===== src/rtl/edge_event_arbiter_if.sv =====
// Event output channel between the edge arbiter and its consumer.
// Producer drives valid/ch, consumer drives ready.
interface edge_event_arbiter_if #(
    parameter int CH_W = 2
);
    logic            out_valid;
    logic            out_ready;
    logic [CH_W-1:0] out_ch;

    modport master (
        output out_valid,
        output out_ch,
        input  out_ready
    );

    modport slave (
        input  out_valid,
        input  out_ch,
        output out_ready
    );
endinterface


===== src/rtl/edge_event_arbiter.sv =====
// Per-channel rising-edge detectors feeding saturating pending counters,
// drained one event at a time by a round-robin arbiter into a registered port.
module edge_event_arbiter #(
    parameter int N     = 4,
    parameter int CH_W  = 2,
    parameter int CNT_W = 3
) (
    input  logic                 clk,
    input  logic                 rst,
    input  logic [N-1:0]         in,
    edge_event_arbiter_if.master out_bus,
    output logic [N-1:0]         ovf,
    output logic                 busy
);

    typedef enum logic [1:0] {
        S_IDLE = 2'b00,
        S_RISE = 2'b01,
        S_HIGH = 2'b10
    } det_e;

    localparam logic [CNT_W-1:0] CNT_MAX = '1;
    localparam logic [CH_W-1:0]  PTR_RST = CH_W'(N - 1);

    det_e             st_q [N];
    det_e             st_d [N];
    logic [N-1:0]     ev;
    logic [CNT_W-1:0] pend_q [N];
    logic [N-1:0]     has;
    logic [N-1:0]     ld;

    logic            valid_q;
    logic [CH_W-1:0] ch_q;
    logic [CH_W-1:0] ptr_q;
    logic            free;
    logic            found;
    logic [CH_W-1:0] sel;
    logic            load;

    // Edge detector state registers
    always_ff @(posedge clk) begin
        if (!rst) begin
            for (int i = 0; i < N; i++) st_q[i] <= S_IDLE;
        end else begin
            for (int i = 0; i < N; i++) st_q[i] <= st_d[i];
        end
    end

    always_comb begin
        for (int i = 0; i < N; i++) begin
            st_d[i] = S_IDLE;
            ev[i]   = 1'b0;
            case (st_q[i])
                S_IDLE: st_d[i] = in[i] ? S_RISE : S_IDLE;
                S_RISE: st_d[i] = in[i] ? S_HIGH : S_IDLE;
                S_HIGH: st_d[i] = in[i] ? S_HIGH : S_IDLE;
                default: st_d[i] = S_IDLE;
            endcase
            ev[i] = (st_q[i] == S_RISE);
        end
    end

    // Round-robin search starting just after the last granted channel
    always_comb begin
        int              j;
        logic [CH_W-1:0] idx;
        j     = 0;
        idx   = '0;
        found = 1'b0;
        sel   = '0;
        for (int i = 0; i < N; i++) has[i] = (pend_q[i] != '0);
        for (int k = 1; k <= N; k++) begin
            j = int'(ptr_q) + k;
            if (j >= N) j = j - N;
            idx = CH_W'(j);
            if (!found && has[idx]) begin
                found = 1'b1;
                sel   = idx;
            end
        end
    end

    assign free = !valid_q || out_bus.out_ready;
    assign load = free && found;

    always_comb begin
        for (int i = 0; i < N; i++) ld[i] = load && (sel == CH_W'(i));
    end

    always_ff @(posedge clk) begin
        if (!rst) begin
            valid_q <= 1'b0;
            ch_q    <= '0;
            ptr_q   <= PTR_RST;
        end else if (free) begin
            valid_q <= found;
            if (found) begin
                ch_q  <= sel;
                ptr_q <= sel;
            end
        end
    end

    // A simultaneous event and load cancel, so a full counter never overflows then
    always_ff @(posedge clk) begin
        if (!rst) begin
            for (int i = 0; i < N; i++) pend_q[i] <= '0;
            ovf <= '0;
        end else begin
            for (int i = 0; i < N; i++) begin
                if (ev[i] && !ld[i]) begin
                    if (pend_q[i] == CNT_MAX) ovf[i] <= 1'b1;
                    else pend_q[i] <= pend_q[i] + 1'b1;
                end else if (!ev[i] && ld[i]) begin
                    pend_q[i] <= pend_q[i] - 1'b1;
                end
            end
        end
    end

    assign out_bus.out_valid = valid_q;
    assign out_bus.out_ch    = ch_q;
    assign busy              = valid_q || (|has);

endmodule


===== src/flat_wrapper.sv =====
// flat-port wrapper written by rule: the top's interface ports become plain ports
module edge_event_arbiter_flat 
#(
    parameter int N     = 4,
    parameter int CH_W  = 2,
    parameter int CNT_W = 3
)
  (clk, rst, in, ovf, busy, out_bus_out_valid, out_bus_out_ch, out_bus_out_ready);
  edge_event_arbiter_if #(.CH_W(CH_W)) out_bus_i ();
  input  logic clk;
  input  logic rst;
  input  logic [N-1:0] in;
  output logic [N-1:0] ovf;
  output logic busy;
  output wire logic [$bits(out_bus_i.out_valid)-1:0] out_bus_out_valid;
  output wire logic [$bits(out_bus_i.out_ch)-1:0] out_bus_out_ch;
  input wire logic [$bits(out_bus_i.out_ready)-1:0] out_bus_out_ready;
  assign out_bus_out_valid = out_bus_i.out_valid;
  assign out_bus_out_ch = out_bus_i.out_ch;
  assign out_bus_i.out_ready = out_bus_out_ready;
  edge_event_arbiter #(.N(N), .CH_W(CH_W), .CNT_W(CNT_W)) u_core (.clk(clk), .rst(rst), .in(in), .out_bus(out_bus_i), .ovf(ovf), .busy(busy));
endmodule

===== config.mk =====
export PLATFORM = sky130hd
export DESIGN_NAME = edge_event_arbiter_flat
export DESIGN_NICKNAME = d
export VERILOG_FILES = /design/src/rtl/edge_event_arbiter_if.sv /design/src/rtl/edge_event_arbiter.sv /design/src/flat_wrapper.sv
export SDC_FILE = /design/constraint.sdc
export NUM_CORES = 1
export LEC_CHECK = 0
export ABC_AREA = 1
export CAP_MARGIN = 5
export CORE_MARGIN = 2
export CORE_UTILIZATION = 55
export DETAILED_ROUTE_END_ITERATION = 8
export PLACE_DENSITY_LB_ADDON = 0.3
export SYNTH_ARGS = -nofsm -noshare
export SYNTH_HDL_FRONTEND = slang
export SYNTH_SLANG_ARGS = --single-unit

===== constraint.sdc =====
create_clock -name clk -period 7.1 [get_ports clk]
set_input_delay 0.71 -clock clk [delete_from_list [all_inputs] [get_ports clk]]
set_output_delay 0.71 -clock clk [all_outputs]
set_load 0.01 [all_outputs]

# After elaboration in Yosys (flattened, before gate mapping)
# Memories as Yosys holds them, arrays and structs flattened.
# Index checks and enable logic that the tools add are counted.
dict set report op_classes {
  n_addsub 16
  magnitude_cmp 8
  eq_ne 15
  mux 78
  bitwise_logic 12
  reduce_logical 49
}
# cell n
set op_table {}
lappend op_table {{$mux W1} 46}
lappend op_table {{$mux W2} 16}
lappend op_table {{$mux W3} 8}
lappend op_table {{$logic_and A1 B1 Y1} 16}
lappend op_table {{$pmux W2 S2} 4}
lappend op_table {{$add A3 B1 Y3 const B} 4}
lappend op_table {{$eq A2 B2 Y1 const B} 6}
lappend op_table {{$eq A3 B3 Y1 const B} 4}
lappend op_table {{$logic_not A1 Y1} 12}
lappend op_table {{$lt A2 B3 Y1 const B} 4}
lappend op_table {{$or A1 B1 Y1} 12}
lappend op_table {{$reduce_bool A3 Y1} 4}
lappend op_table {{$sub A3 B1 Y3 const B} 4}
lappend op_table {{$eq A2 B1 Y1 const B} 5}
lappend op_table {{$logic_not A2 Y1} 5}
lappend op_table {{$reduce_and A2 Y1} 5}
lappend op_table {{$ge A3 B3 Y1 const B} 3}
lappend op_table {{$bmux W1 S2} 4}
lappend op_table {{$reduce_or A2 Y1} 4}
lappend op_table {{$sub A2 B1 Y2 const B} 4}
lappend op_table {{$add A2 B2 Y3 const B} 2}
lappend op_table {{$add A2 B3 Y4 const B} 1}
lappend op_table {{$ge A4 B3 Y1 const B} 1}
lappend op_table {{$reduce_or A4 Y1} 1}
lappend op_table {{other kinds (2)} 3}
dict set report word_totals {
  ff_bits 9
  mem_bits_rw 20
  input_bits 7
  output_inout_bits 8
  elab_cells 187
  n_memories 2
}
# name depth word_bits read_ports rd_clocked_by_memory_dff write_ports line_no
set memory_table {}
lappend memory_table {u_core.pend_q 4 3 4 0 4 edge_event_arbiter.sv:28} ;# logic [CNT_W-1:0] pend_q [N];
lappend memory_table {u_core.st_q 4 2 4 0 4 edge_event_arbiter.sv:25} ;# det_e st_q [N];

# Depth between registers and ports, before layout
# Gate-level depths: netlist of run 1.
dict set report logic_depth {
  word_depth 24
  mapped_depth 19
  depth_no_buf 19
}

# Least setup slack after synthesis of run 1
# No wires, ideal clock.
dict set report synth_timing {
  path_type {register to register}
  start {mem u_core.pend_q[3][0]}
  end {mem u_core.pend_q[2][2] (data pin)}
  setup_ps 257
  t_arrival_ps 2441
  t_required_ps 6843
  setup_slack_ps 4403
  path_stages_with_launch 19
  path_buffers 0
  period_less_slack_ps 2697
  path_cell_list {edfxtp_1 > inv_1 > ha_1 > inv_1 > nor2_1 > nand2_1 > nand3_1 > nand2_1 > nand2_1 > nand2_1 > nand2_1 > nand3_2 > nor2_4 > nand3_4 > fa_1 > xor2_1 > inv_1 > nand2_1 > o21ai_1}
}
# element line_no
set synth_rtl {}
lappend synth_rtl {{from (decl)} edge_event_arbiter.sv:28}

==> metrics, run 1 <==
Post-CTS Setup Bufs=0; initial antenna violation count=0; library cells used by synthesis=31; sequential share of the synthesized area=35.9%; TNS Setup=0 ps; GRT Total Usage=roughly 20%; Clock Pin Slew Worst Setup and Hold Paths=90 ps; DP HPWL=2690 um; crit path DAT=3190 ps; FMAX=323 MHz; Worst-Margin Slew=534 ps; clk_lat worst skew=330 ps; P per Cell Area=around 430 nW/um2; # nets final=280; Post-Route Skew=between 8 and 9 ps; DRC Markers=0; final std cells w/o fill=around 300; commonest cells after routing, fill and taps aside=nand2_1 (39), inv_1 (33), nand3_1 (27); outcome=finished, final reports clean; reg2reg start=u_core.pend_q[3][0]$_DFFE_PP_; vias in the first global route=roughly 1400; Syn. warnings=0; critical path required time=7190 ps; type of destination of the critical path=flop; Die Y=around 64 um; via/cell ratio=just over 5; maximum VDD drop=0.000213 V; Mapped Cells=around 240; Avg Cell Area, Syn=between 8 and 9 um2; CTS root buffer=clkbuf_4; Max Slew Vio Count=0; TritonCTS clock tree=built; largest net degree at the start of global routing=16; core area=3360 um2; H-tree levels=2; Cell Area, Placed=2120 um2; n_diodes=0; FP Rows=21; cts repair resizes=0; CP startpoint=u_core.pend_q[3][0]$_DFFE_PP_; Power Total=0.936 mW; die width=63.6 um; via count=about 1500; Starting Density=58.0%; Layout area overhead=12.2%; DRT Wirelength=3480 um; Slew HR=64.3%; final setup fails=0; syn nets=263; average wire per standard cell=around 12 um; CTS buffer count=5; period utilization=43.6%; post-layout minimum cycle time=3100 ps; Routed Antenna Nets=0; fraction of layout cells with a size suffix above 1=13.3%; number of DRC markers in iteration 0=87; CP Class=reg2reg; GPL Wtd Cong=0.841; slowest CP cell=edfxtp_1; Inst Count DP=293; HP Start=u_core.ovf[3]$_SDFFE_PN0P_; leakage=0.985 nW; Cell Area, Synth=1950 um2; hold bufs inserted after CTS=0; DR pass1 iterations=4; Max Root-Sink Buffers=2; design area=2190 um2; first-pass GRT wire length=6190 um; RSZ-0062 raised after global routing=no; CP Launch Type=flop; most numerous cell on the critical path=nand2_1; Seq cells post-synth=29; clk sink count=29; slowest cell delay on critical path=440 ps; # IOs=15; PortBufs=14; GR Overflow Total=0; Hold WC Path Type=reg2reg; crit path max fanout=5; most common cell after layout, fill and taps aside=nand2_1; max_cap viols=0; Die Area=4040 um2; worst path cell trace=inv_1 > ha_1 > inv_1 > nor2_1 > nand2_1 > nand3_1 > nand2_1 > nand2_1 > nand2_1 > nand2_1 > nand3_2 > nor2_4 > nand3_4 > fa_1 > xor2_1 > inv_1 > nand2_1 > o21ai_1; Hold Violations, Final=0
==> state kept, by name, summed over array words and instances (netlist names) <==
register	flops
u_core.pend_q	12
u_core.out_bus.out_valid	1
u_core.st_q	8
u_core.ptr_q	2
u_core.ovf	4
u_core.out_bus.out_ch	2
==> critical path: cells and delay by family, from the launching register on <==
family | cells | cell delay [ps]
simple gates | 11 | 1390
fa+ha+maj | 2 | 590
flops | 1 | 440
buf+inv | 3 | 200
xor+xnor | 1 | 170
compound gates | 1 | 50
==> through the flow <==
step	hold slack, ps	setup slack (ps)	utilization [%]
after floorplan	474	4400	-
after global placement	445	3790	63.0
after detailed placement	445	3700	63.0
after CTS	461	3990	65.1
after global routing	478	3660	65.1
final	458	4000	65.1
==> cell usage after synthesis <==
library cell  instances  area (um2)
nand2_1              39         146
inv_1                33         124
nand3_1              27         135
nor2_1               23        86.3
dfxtp_1              17         340
ha_1                 16         200
edfxtp_1             12         360
a21oi_1              10        50.1
nand3_2               9        90.1
nand4_1               5        31.3
o21ai_0               5        25.0
nand2_2               4        25.0
fa_1                  3        60.1
nand3b_1              3        22.5
nor2_2                3        18.8
nor2_4                3        33.8
o21bai_1              3        22.5
xor2_1                3        26.3
buf_6                 2        22.5
clkbuf_1              2        7.51
inv_2                 2        7.51
mux2i_1               2        20.0
nand3_4               2        35.0
nor3_1                2        10.0
a21boi_2              1        11.3
inv_4                 1        6.26
o211ai_1              1        7.51
o21ai_1               1        5.00
or2_2                 1        6.26
or3_1                 1        6.26
xnor2_1               1        8.76
==> final timing paths <==
kind                                                           to  slack, ps  depth (start not counted)
worst max-delay path            u_core.pend_q[2][2]$_SDFFCE_PN0P_       4000                         18
worst min-delay path                   u_core.ovf[3]$_SDFFE_PN0P_        460                          2
worst max register to register  u_core.pend_q[2][2]$_SDFFCE_PN0P_       4000                         18
worst min register to register         u_core.ovf[3]$_SDFFE_PN0P_        460                          2
==> kinds of logic after synthesis <==
group | after synthesis | share of synthesized area [%]
compound gates | 21 | 6.22
xor+xnor | 4 | 1.80
fa+ha+maj | 19 | 13.3
buf+inv | 40 | 8.59
flops | 29 | 35.9
mux | 2 | 1.03
simple gates | 122 | 33.1
==> where the power goes <==
| group | internal, mW | switching [mW] |
|---|---|---|
| sequential | 0.235 | 0.0399 |
| combinational | 0.187 | 0.359 |
| clock | 0.0573 | 0.0579 |
==> routing by layer <==
metal / track usage [%] / wire, um / vias up
met1: 25.2 / 1700 / 698
met2: 31.4 / 1590 / 33
met4: 8.42 / 62 / 0
met3: 4.82 / 130 / 6
li1: - / - / 808
met5: 0 / 0 / -
==> area by class of cell <==
class	instances	area, um2
clock buffers	7	65.1
clock inverters	1	5.00
fillers	299	1170
inverters	36	138
multi-input cells	168	1080
flip-flops and latches	29	701
well taps	46	57.6
repair buffers	14	140
Note: power is estimated with default switching activity, not from simulation.
==> run 2, diff against run 1 <==
CORE_UTILIZATION = 52   (was 55)
clock period = 2.8 ns   (was 7.1 ns; I/O delays follow)
==> run 2 against run 1 <==
Against the previous run:
- fmax increased by 14%
- first-iteration DRC count decreased by 14%
- highest routed layer unchanged
- global-route usage increased by 1.4 points
- clock power increased to 3.1 times the previous value
- die area increased by 5.4%
- clock skew about the same
- critical endpoint is now u_core.pend_q[1][2]$_SDFFCE_PN0P_
- utilization increased by 0.94 points
- critical path type unchanged
==> metrics, run 2 (same netlist as run 1, synthesis figures left out) <==
outcome=finished, final reports clean (unchanged); hold bufs inserted after CTS=0 (unchanged); GRT Total Usage=21.1% (was 19.6%); DRC Markers=0 (unchanged); largest net degree at the start of global routing=15 (was 16); # nets final=295 (was 280); R2R Setup Slk=90 ps (was 4000 ps); via count=1672 (was 1545); vias in the first global route=1574 (was 1437); CP Class=reg2reg (unchanged); max reg flops=12 (unchanged); PortBufs=14 (unchanged); average wire per standard cell=12.7 um (was 11.6 um); most common cell after layout, fill and taps aside=nand2_1 (unchanged); DRT Wirelength=4040 um (was 3480 um); Starting Density=53.7% (was 58.0%); initial antenna violation count=0 (unchanged); maximum VDD drop=0.000555 V (was 0.000213 V); leakage=1.07 nW (was 0.985 nW); H-tree levels=2 (unchanged); first-pass GRT wire length=6750 um (was 6190 um); commonest cells after routing, fill and taps aside=nand2_1 (34), inv_1 (29), nand3_1 (24) (was nand2_1 (39), inv_1 (33), nand3_1 (27)); Die Area=4260 um2 (was 4040 um2); Slew HR=73.7% (was 64.3%); Post-Route Skew=7.94 ps (was 8.17 ps); GR Overflow Total=0 (unchanged); clk_lat worst skew=290 ps (was 330 ps); core area=3630 um2 (was 3360 um2); Min Hold Slack=452 ps (was 458 ps); slowest cell delay on critical path=410 ps (was 440 ps); max_cap viols=0 (unchanged); most numerous cell on the critical path=nor2_4 (was nand2_1); FP Rows=22 (was 21); P per Cell Area=1170 nW/um2 (was 427 nW/um2); CTS root buffer=clkbuf_8 (was clkbuf_4); Worst-Margin Slew=395 ps (was 534 ps); clk sink count=29 (unchanged); critical path required time=2840 ps (was 7190 ps); Routed Antenna Nets=0 (unchanged); CTS buffer count=5 (unchanged); final setup fails=0 (unchanged); type of destination of the critical path=flop (unchanged); met3 routed WL=215 um (was 130 um); Hold WC Path Type=reg2reg (unchanged); final std cells w/o fill=318 (was 301); post-layout minimum cycle time=2710 ps (was 3100 ps); TNS Setup=0 ps (unchanged); Layout area overhead=22.9% (was 12.2%); crit path DAT=2750 ps (was 3190 ps); crit path max fanout=4 (was 5); FMAX=369 MHz (was 323 MHz); CP Launch Type=flop (unchanged); final core occ=66.0% (was 65.1%); DP HPWL=2990 um (was 2690 um); Inst Count DP=305 (was 293); TritonCTS clock tree=built (unchanged); # IOs=15 (unchanged); die width=65.3 um (was 63.6 um); Die Y=65.3 um (was 63.6 um); Top reg by flops=u_core.pend_q (unchanged); Metal-1 WL=1660 um (was 1700 um); GPL Wtd Cong=0.969 (was 0.841); Hold Violations, Final=0 (unchanged); Place WS=-68.7 ps (was 3700 ps); Max Root-Sink Buffers=2 (unchanged); period utilization=96.8% (was 43.6%); WL met2=2090 um (was 1590 um); uppermost layer routed=met4 (unchanged); Clock Pin Slew Worst Setup and Hold Paths=60 ps (was 90 ps); number of DRC markers in iteration 0=75 (was 87); slowest CP cell=edfxtp_1 (unchanged); via/cell ratio=5.26 (was 5.13); worst path cell trace=inv_2 > ha_4 > inv_2 > nor2_4 > nand2_2 > nand3_2 > nand2_2 > nor2_4 > nand4_1 > inv_1 > nor2_2 > nor2_4 > nand3_2 > fa_2 > xor2_2 > mux2i_1 (was inv_1 > ha_1 > inv_1 > nor2_1 > nand2_1 > nand3_1 > nand2_1 > nand2_1 > nand2_1 > nand2_1 > nand3_2 > nor2_4 > nand3_4 > fa_1 > xor2_1 > inv_1 > nand2_1 > o21ai_1); post-route setup slack=89.4 ps (was 4000 ps); DR pass1 iterations=4 (unchanged); n_diodes=0 (unchanged); fraction of layout cells with a size suffix above 1=24.1% (was 13.3%); Max Slew Vio Count=0 (unchanged); Largest regs=u_core.pend_q x12, u_core.st_q x8, u_core.ovf x4 (unchanged)
-- run 2: cell count changes in the layout (fill, tap and decap cells not counted), moves of 3 or more --
cell | previous run | this run
clkbuf_4 | 5 | 0
nand2_2 | 4 | 9
nand3_1 | 27 | 24
buf_4 | 0 | 15
fa_2 | 0 | 3
clkbuf_8 | 2 | 6
nand2_1 | 39 | 34
inv_2 | 2 | 6
fa_1 | 3 | 0
inv_1 | 33 | 29
-- run 2: routing by layer --
| metal | global-route usage, % | vias up |
|---|---|---|
| met5 | 0 | - |
| met4 | 9.11 | 0 |
| met3 | 5.48 | 7 |
| met2 | 35.7 | 51 |
| met1 | 25.2 | 776 |
| li1 | - | 838 |
-- run 2: timing repair --
item | in CTS | in global routing
setup buffers | 1 | 4
pin swaps | 1 | 13
setup endpoints to repair | 3 | 6
resized for setup | 3 | 20
endpoints found under the hold margin | 0 | 0
-- run 2: worst paths after layout --
check	start	to	cells past startpoint
setup / recovery	u_core.pend_q[3][0]$_DFFE_PP_	u_core.pend_q[1][2]$_SDFFCE_PN0P_	16
hold / removal	u_core.ovf[3]$_SDFFE_PN0P_	u_core.ovf[3]$_SDFFE_PN0P_	2
setup reg to reg	u_core.pend_q[3][0]$_DFFE_PP_	u_core.pend_q[1][2]$_SDFFCE_PN0P_	16
hold reg to reg	u_core.ovf[3]$_SDFFE_PN0P_	u_core.ovf[3]$_SDFFE_PN0P_	2
-- run 2: metrics by stage --
stage	power (mW)	instance area [um2]
floorplan	1.83	1950
global placement	2.18	2200
detailed placement	2.22	2200
CTS	2.63	2300
global route	3.03	2400
finish	2.82	2400
-- run 2: area by class of cell --
| cell class | instances | area [um2] |
|---|---|---|
| Fill cell | 325 | 1230 |
| Multi-Input combinational cell | 168 | 1160 |
| Sequential cell | 29 | 701 |
| Timing Repair Buffer | 29 | 253 |
| Inverter | 36 | 138 |
| Clock buffer | 8 | 90.1 |
| Tap cell | 48 | 60.1 |
-- run 2: power by group --
part,internal [mW],switching (mW)
Combinational,0.680,1.07
Sequential,0.597,0.106
Clock,0.200,0.159
Total,1.48,1.34
-- run 2: critical path: cells and delay by family, from the launching register on --
kind | cells | cell delay [ps]
xor+xnor | 1 | 160
mux | 1 | 110
buf+inv | 3 | 270
flops | 1 | 410
simple gates | 9 | 1020
fa+ha+maj | 2 | 500
==> run 3, diff against run 2 <==
CAP_MARGIN = 10   (was 5)
CORE_UTILIZATION = 55   (was 52)
CTS_BUF_LIST = sky130_fd_sc_hd__clkbuf_4 sky130_fd_sc_hd__clkbuf_8   (was default)
clock period = 3.2 ns   (was 2.8 ns; I/O delays follow)
==> run 3 against run 2 <==
Against the previous run:
- global-route usage rose by 0.063 points
- non-clock buffer count down 10
- setup slack improved by 120 ps
- clock skew down 1.4 ps
- clock-buffer cell count is the same
- design area fell by 7.2%
- die area is 5.1% lower
- highest routed layer unchanged
==> metrics, run 3 (same netlist as run 1, synthesis figures left out) <==
FP Rows=21 (was 22); hold bufs inserted after CTS=0 (unchanged); # IOs=15 (unchanged); hold depth=2 (unchanged); vias in the first global route=1549 (was 1574); # nets final=285 (was 295); clk_lat worst skew=330 ps (was 290 ps); number of DRC markers in iteration 0=71 (was 75); CP Buf/Inv Count=3 (unchanged); leakage=1.01 nW (was 1.07 nW); final setup fails=0 (unchanged); Max Root-Sink Buffers=2 (unchanged); CP Launch Type=flop (unchanged); commonest cells after routing, fill and taps aside=nand2_1 (39), inv_1 (33), nand3_1 (27) (was nand2_1 (34), inv_1 (29), nand3_1 (24)); Hold Violations, Final=0 (unchanged); H-tree levels=2 (unchanged); DRT Wirelength=3740 um (was 4040 um); die width=63.6 um (was 65.3 um); core area=3360 um2 (was 3630 um2); CTS buffer count=5 (unchanged); DRC Markers=0 (unchanged); via/cell ratio=5.26 (about the same); Hold WC Path Type=reg2reg (unchanged); Max Slew Vio Count=0 (unchanged); average wire per standard cell=12.2 um (was 12.7 um); worst path cell trace=inv_1 > ha_1 > inv_1 > nor2_2 > nand2_1 > nand3_1 > nand2_1 > nand2_1 > nand2_1 > nand2_1 > nand3_2 > nor2_4 > buf_4 > nand3_4 > fa_1 > xor2_1 > mux2i_1 (was inv_2 > ha_4 > inv_2 > nor2_4 > nand2_2 > nand3_2 > nand2_2 > nor2_4 > nand4_1 > inv_1 > nor2_2 > nor2_4 > nand3_2 > fa_2 > xor2_2 > mux2i_1); GR Overflow Total=0 (unchanged); most common cell after layout, fill and taps aside=nand2_1 (unchanged); period utilization=93.5% (was 96.8%); max_cap viols=0 (unchanged); type of destination of the critical path=flop (unchanged); Largest regs=u_core.pend_q x12, u_core.st_q x8, u_core.ovf x4 (unchanged); clk sink count=29 (unchanged); Die Area=4040 um2 (was 4260 um2); Layout area overhead=14.0% (was 22.9%); initial antenna violation count=0 (unchanged); CP top delay family=simple AND/OR/NAND/NOR gates (unchanged); Starting Density=58.0% (was 53.7%); design area=2230 um2 (was 2400 um2); GRT Total Usage=21.1% (about the same); Cell Area, Placed=2130 um2 (was 2200 um2); largest net degree at the start of global routing=16 (was 15); crit path DAT=3180 ps (was 2750 ps); P per Cell Area=969 nW/um2 (was 1170 nW/um2); TritonCTS clock tree=built (unchanged); FF-to-FF path depth=17 (was 16); PortBufs=14 (unchanged); critical path required time=3380 ps (was 2840 ps); CTS root buffer=clkbuf_4 (was clkbuf_8); n_diodes=0 (unchanged); GPL Wtd Cong=0.971 (was 0.969); RSZ-0062 raised after global routing=no; slowest CP cell=fa_1 (was edfxtp_1); critical path depth in cells=17 (was 16); maximum VDD drop=0.000418 V (was 0.000555 V); CP Class=reg2reg (unchanged); Clock Pin Slew Worst Setup and Hold Paths=90 ps (was 60 ps); first-pass GRT wire length=6610 um (was 6750 um); FMAX=334 MHz (was 369 MHz); Worst-Margin Slew=512 ps (was 395 ps); Post-Route Skew=6.56 ps (was 7.94 ps); DP HPWL=2890 um (was 2990 um); Routed Antenna Nets=0 (unchanged); DR pass1 iterations=4 (unchanged); max reg flops=12 (unchanged); slowest cell delay on critical path=450 ps (was 410 ps); outcome=finished, final reports clean (unchanged); post-layout minimum cycle time=2990 ps (was 2710 ps); Top reg by flops=u_core.pend_q (unchanged); fraction of layout cells with a size suffix above 1=15.4% (was 24.1%); Slew HR=65.9% (was 73.7%); crit path max fanout=5 (was 4); most numerous cell on the critical path=nand2_1 (was nor2_4); Die Y=63.6 um (was 65.3 um); via count=1610 (was 1672); TNS Setup=0 ps (unchanged)
-- run 3: path summary, 6_finish.rpt --
path              slack [ps]                           from                                 to
setup / recovery         210  u_core.pend_q[3][0]$_DFFE_PP_  u_core.pend_q[0][2]$_SDFFCE_PN0P_
hold / removal           450     u_core.ovf[1]$_SDFFE_PN0P_         u_core.ovf[1]$_SDFFE_PN0P_
setup reg to reg         210  u_core.pend_q[3][0]$_DFFE_PP_  u_core.pend_q[0][2]$_SDFFCE_PN0P_
hold reg to reg          450     u_core.ovf[1]$_SDFFE_PN0P_         u_core.ovf[1]$_SDFFE_PN0P_
-- run 3: worst register-to-register path, stage by stage, from the launching register on --
cell and delay (ps):
edfxtp_1 430, inv_1 100, ha_1 150, inv_1 50, nor2_2 110, nand2_1 110
nand3_1 130, nand2_1 130, nand2_1 90, nand2_1 50, nand2_1 90, nand3_2 150
nor2_4 200, buf_4 150, nand3_4 90, fa_1 450, xor2_1 180, mux2i_1 210
-- run 3: area by class of cell --
cell class                      instances  area [um2]
Inverter                               36         138
Multi-Input combinational cell        168        1090
Fill cell                             316        1140
Timing Repair Buffer                   19         178
Clock buffer                            8        66.3
Tap cell                               46        57.6
Sequential cell                        29         701
-- run 3: timing repair --
action                     4_1_cts  5_1_grt
hold endpoints to repair         0        0
resized for setup                0        1
setup endpoints to repair        0        2
buffers inserted                 0        3
-- run 3: stage by stage --
step / std cells / total power, mW / hold slack (ps) / util, % / worst slack, ps
2_1_floorplan: 237 / 1.60 / 434 / - / 503
3_3_place_gp: 295 / 1.83 / 441 / 63.5 / 274
3_5_place_dp: 295 / 1.85 / 441 / 63.5 / 190
4_1_cts: 303 / 2.11 / 454 / 65.4 / 183
5_1_grt: 306 / 2.35 / 492 / 66.2 / 36.8
6_report: 306 / 2.16 / 452 / 66.2 / 208
-- run 3: layer usage --
| metal | GRT usage, % | up-vias | part of all wire, % |
|---|---|---|---|
| li1 | - | 818 | - |
| met1 | 25.6 | 743 | 45 |
| met2 | 35.3 | 40 | 48 |
| met3 | 4.82 | 9 | 4.4 |
| met4 | 10.3 | 0 | 2.4 |
| met5 | 0 | - | 0 |
-- run 3: report_power, final --
group | internal [mW] | leakage (nW) | total (mW) | switching (mW)
Clock | 0.125 | 0.0394 | 0.251 | 0.126
Sequential | 0.521 | 0.266 | 0.609 | 0.0882
Combinational | 0.463 | 0.701 | 1.30 | 0.834
